[src/rtl/decode_ctrl.sv]
// Two-entry in-order decode buffer (main + skid) that tags each beat with its RISC-V format.
// Optional macro DECODE_ILLEGAL_CHK_EN adds a stored per-entry illegal-opcode flag.
module decode_ctrl #(
    parameter int ILEN = 32
) (
    input  logic            clk,
    input  logic            rst_n,
    input  logic            in_valid,
    output logic            in_ready,
    input  logic [ILEN-1:0] in_instr,
    input  logic [ILEN-1:0] in_pc,
    input  logic            flush,
    output logic            out_valid,
    input  logic            out_ready,
    output logic [ILEN-1:0] out_instr,
    output logic [ILEN-1:0] out_pc,
    output logic [2:0]      out_fmt,
    output logic            out_illegal
);

    localparam logic [1:0] EMPTY = 2'd0;
    localparam logic [1:0] ONE   = 2'd1;
    localparam logic [1:0] TWO   = 2'd2;

    typedef struct packed {
        logic [ILEN-1:0] instr;
        logic [ILEN-1:0] pc;
        logic [2:0]      fmt;
`ifdef DECODE_ILLEGAL_CHK_EN
        logic            ill;
`endif
    } entry_t;

    function automatic logic [2:0] fmt_of(input logic [6:0] op);
        case (op)
            7'b0110011:                                     fmt_of = 3'd0;
            7'b0010011, 7'b0000011, 7'b1100111, 7'b1110011: fmt_of = 3'd1;
            7'b0100011:                                     fmt_of = 3'd2;
            7'b1100011:                                     fmt_of = 3'd3;
            7'b0110111, 7'b0010111:                         fmt_of = 3'd4;
            7'b1101111:                                     fmt_of = 3'd5;
            default:                                        fmt_of = 3'd7;
        endcase
    endfunction

    // Format (and illegal flag) are decided once at write time so the head stays stable.
    function automatic entry_t mk_entry(input logic [ILEN-1:0] instr, input logic [ILEN-1:0] pc);
        entry_t e;
        e.instr = instr;
        e.pc    = pc;
        e.fmt   = fmt_of(instr[6:0]);
`ifdef DECODE_ILLEGAL_CHK_EN
        e.ill   = (e.fmt == 3'd7) || (instr[1:0] != 2'b11);
`endif
        return e;
    endfunction

    logic [1:0] state, state_n;
    entry_t     main_q, main_n, skid_q, skid_n;
    logic       accept, drain;

    assign accept = in_valid && in_ready;
    assign drain  = out_valid && out_ready;

    always_comb begin
        state_n = state;
        main_n  = main_q;
        skid_n  = skid_q;
        if (flush) begin
            state_n = EMPTY;
            main_n  = '0;
            skid_n  = '0;
        end else begin
            case (state)
                EMPTY: if (accept) begin
                    state_n = ONE;
                    main_n  = mk_entry(in_instr, in_pc);
                end
                ONE: begin
                    if (accept && !drain) begin
                        state_n = TWO;
                        skid_n  = mk_entry(in_instr, in_pc);
                    end else if (accept && drain) begin
                        main_n  = mk_entry(in_instr, in_pc);
                    end else if (drain) begin
                        state_n = EMPTY;
                        main_n  = '0;
                    end
                end
                TWO: if (drain) begin
                    state_n = ONE;
                    main_n  = skid_q;
                    skid_n  = '0;
                end
                default: begin
                    state_n = EMPTY;
                    main_n  = '0;
                    skid_n  = '0;
                end
            endcase
        end
    end

    // Handshake flags are registered copies of the next-state decode.
    always_ff @(posedge clk) begin
        if (!rst_n) begin
            state     <= EMPTY;
            main_q    <= '0;
            skid_q    <= '0;
            in_ready  <= 1'b0;
            out_valid <= 1'b0;
        end else begin
            state     <= state_n;
            main_q    <= main_n;
            skid_q    <= skid_n;
            in_ready  <= (state_n != TWO);
            out_valid <= (state_n != EMPTY);
        end
    end

    assign out_instr = main_q.instr;
    assign out_pc    = main_q.pc;
    assign out_fmt   = main_q.fmt;
`ifdef DECODE_ILLEGAL_CHK_EN
    assign out_illegal = main_q.ill;
`else
    assign out_illegal = 1'b0;
`endif

endmodule
[config.mk]
export PLATFORM = sky130hd
export DESIGN_NAME = decode_ctrl
export DESIGN_NICKNAME = d
export VERILOG_FILES = /design/src/rtl/decode_ctrl.sv
export SDC_FILE = /design/constraint.sdc
export NUM_CORES = 1
export LEC_CHECK = 0
export ABC_CLOCK_PERIOD_IN_PS = 4900
export CORE_UTILIZATION = 41
export CTS_BUF_LIST = sky130_fd_sc_hd__clkbuf_16
export CTS_CLUSTER_SIZE = 12
export DETAILED_ROUTE_END_ITERATION = 16
export PLACE_DENSITY = 0.67
export SLEW_MARGIN = 20
export SYNTH_ARGS = -nofsm -noshare
export SYNTH_HDL_FRONTEND = slang
export SYNTH_SLANG_ARGS = --single-unit
[constraint.sdc]
create_clock -name clk -period 4.9 [get_ports clk]
set_clock_uncertainty 0.1 [all_clocks]
set_input_delay 0.49 -clock clk [delete_from_list [all_inputs] [get_ports clk]]
set_output_delay 0.49 -clock clk [all_outputs]
set_load 0.02 [all_outputs]
==> out/metrics.yaml <==
run_status:
  run_status: "complete, no violations"
yosys:
  synth.mux.area_fraction_pct: 4.78
  synth_largest_area_cell: "sky130_fd_sc_hd__dfxtp_1"
  synth_nets: 764
  synthSimpleGateAreaFrac_pct: 19.4
  synth_xor_xnor_area_share_pct: 0.139
  synth.cells.most_frequent: "138 x sky130_fd_sc_hd__dfxtp_1, 87 x sky130_fd_sc_hd__o21ai_0, 70 x sky130_fd_sc_hd__a21oi_1"
  synth.cell_area_mm2: 0.00631
  biggest_area_contributors_in_the_synthesized_netlist: "sky130_fd_sc_hd__dfxtp_1 44%, sky130_fd_sc_hd__nand4b_1 9.0%, sky130_fd_sc_hd__o21ai_0 6.9%, sky130_fd_sc_hd__a21oi_1 5.5%, sky130_fd_sc_hd__a221oi_2 5.2%"
  synth_seq_cells: 138
  library_cells_used_by_synthesis: 55
  combinational_family_with_the_most_area_after_synthesis: "compound AO/OA/AOI/OAI gates"
  ys_warn_count: 0
  postSynth.topFlopCell: "sky130_fd_sc_hd__dfxtp_1"
  synth_compound_gate_area_share_pct: 25.6
  yosysMostFrequentCell: "sky130_fd_sc_hd__dfxtp_1"
  gate_count_of_the_mapped_netlist: 695
  synth_async_sr_flop_share_pct: 0
  synth.yosys.seq_area_share_pct: 43.7
  average_cell_area_after_synthesis_um2: 9.09
  synth-edff-count: 0
  synth_top_area_share_pct: 43.7
  arithmetic_cell_share_of_the_synthesized_area_counting_full_adders_half_adders_and_majority_gates_pct: 0
cts:
  number_of_gates_resized_after_cts: 0
  post_cts_buffers: 0
  clock_sinks: 138
  cts.hold.buffers_added: 0
  clkLatencyLatePin_ns: 0.43
  cts_inserted_buffers: 17
  path_clk_slew_ns: 0.06
  tritoncts: "done"
  cts-root-to-sink-buffers: 2
  htree_num_levels: 4
  cts_root_buffer: "sky130_fd_sc_hd__clkbuf_16"
sta:
  max_slew_margin_pct: 32.0
  rsz_0062_raised_after_global_routing: "false"
  setup_total_negative_slack_ns: 0
  setup_viol: 0
  timing_hold_violations_final: 0
  max_freq_ghz: 0.335
  timing.final.crit_share_pct: 60.9
  crit_path_time_final_ns: 2.98
  max_slew.worst_pin.slew_ns: 1.02
  drv_slew: 0
floorplanning:
  design.portCount: 139
  floorplan.die.width_um: 126
  design.die.area_mm2: 0.0159
  rows: 44
  fp.dieH_um: 126
  start_util_pct: 42.8
  core_area_mm2: 0.0148
routing:
  via_cell_ratio: 6.03
  drt_iter0_markers: 480
  via_count: 5914
  wl_per_cell_um: 19.0
  antenna_violating_nets_post_route: 0
  post-route-drc-count: 0
  final_routed_wirelength_um: 18700
  number_of_iterations_in_the_first_detailed_routing_pass: 5
global_routing:
  grt_pass1_vias: 5839
  grt_pass1_wl_um: 30100
  pin_count_of_the_biggest_net_entering_global_routing: 107
  track_usage_pct: 23.9
  grt_antenna_before_repair: 0
  grt_overflow_total: 0
pwr:
  power.density_cell_area_mw_per_mm2: 324
  power_leakage_uw: 0.00286
  finalPower_uw: 2670
  max_vdd_drop_v: 0.000242
critical_path:
  cp_data_arrival_time_ns: 3.25
  setup.worst_path.end_class: "flip-flop"
  crit_path_start_kind: "flip-flop"
  path_class: "reg2reg"
  data_required_time_of_the_critical_path_ns: 5.17
  cp_max_fo: 106
finish:
  layout.filler_cells: 1312
  layout_cell_share_with_drive_strength_beyond_1_pct: 11.4
  post_layout_nonfiller_instances: 980
  postLayoutCellArea_mm2: 0.00824
  postLayoutCoreUtil_pct: 55.9
  antenna_cells_inserted: 0
  fin_nets: 852
  area.growth.synth_to_final_pct: 30.5
placement:
  dp.cells: 948
  dpl-instance-area_mm2: 0.00770
  dpl.hpwl_um: 11500
  gp_congestion: 0.759
  port_buffers: 137
run:
  drv.max_cap_violation_count: 0
worst_hold_path:
  min-delay-path-class: "reg2reg"
-- through the flow --
stage	hold slack (ns)	setup WS [ns]
2_1_floorplan	0.330	3.21
3_3_place_gp	0.336	1.85
3_5_place_dp	0.342	1.78
4_1_cts	0.350	1.90
5_1_grt	0.369	1.68
6_report	0.346	1.92
-- power breakdown --
| part | leakage [uW] | internal, uW | switching [uW] |
|---|---|---|---|
| Combinational | 0.00146 | 129 | 176 |
| Clock | 0.000283 | 729 | 479 |
| Sequential | 0.00112 | 1140 | 13.9 |
-- cell type report --
class	count	area, um2	share of cell area [%]
Multi-Input combinational cell	476	3200	38.8
Timing Repair Buffer	149	1500	18.2
Clock buffer	17	425	5.16
Tap cell	184	230	2.79
Clock inverter	15	119	1.44
Inverter	1	3.75	0.0455
Sequential cell	138	2770	33.6
-- flip-flops by register name (all words and copies together) (netlist names) --
register / flops
in_ready: 1
out_fmt: 3
out_instr: 32
out_pc: 32
out_valid: 1
skid_q: 67
state: 2
-- placed cells by master (no fill, tap or decap), drive strengths merged, types with 2 or more instances in the layout --
master | netlist | routed
mux2 | 25 | 25
nor3 | 3 | 3
o22ai | 2 | 2
o21ai | 93 | 93
nor4 | 2 | 2
a221oi | 25 | 25
and2 | 2 | 2
dfxtp | 138 | 138
a21oi | 71 | 71
buf | 40 | 12
bufinv | 0 | 2
nand3b | 2 | 2
nor2 | 33 | 33
nor2b | 4 | 4
nand4b | 65 | 65
nand2b | 3 | 3
inv | 1 | 4
nand3 | 39 | 39
mux2i | 2 | 2
nand2 | 45 | 45
clkinv | 0 | 9
clkdlybuf4s50 | 0 | 137
a22oi | 39 | 39
clkbuf | 40 | 17
o2bb2ai | 2 | 2
-- final timing paths --
check	start	endpoint	slack, ns	cells past startpoint
max	state[1]	out_pc[30]	1.92	5
min	out_pc[13]	out_pc[13]	0.35	2
max reg2reg	state[1]	out_pc[30]	1.92	5
min reg2reg	out_pc[13]	out_pc[13]	0.35	2
-- cells by family (layout without fill, tap and decap cells) --
family | count (synthesis) | count (layout)
AND/OR/NAND/NOR | 203 | 203
multiplexers | 27 | 27
other | 1 | 1
AO/OA/AOI/OAI | 244 | 244
flip-flops | 138 | 138
buffers and inverters | 81 | 182
XOR/XNOR | 1 | 1
-- worst max-delay path: stages (launching register included) --
cell and delay [ns]:
sky130_fd_sc_hd__dfxtp_4 1.03, sky130_fd_sc_hd__xor2_1 0.27, sky130_fd_sc_hd__a22o_2 0.78, sky130_fd_sc_hd__buf_4 0.49, sky130_fd_sc_hd__nand3_1 0.14, sky130_fd_sc_hd__nand2_1 0.10
-- per-layer routing --
layer | up-vias | routed length (um) | part of all wire [%] | global-route usage [%]
li1 | 2779 | - | - | -
met1 | 2842 | 8240 | 44 | 30.9
met2 | 272 | 8740 | 47 | 38.7
met3 | 21 | 1460 | 7.8 | 6.67
met4 | 0 | 229 | 1.2 | 6.80
met5 | - | 0 | 0 | 0
No activity file was read; power rests on OpenSTA's default activity.
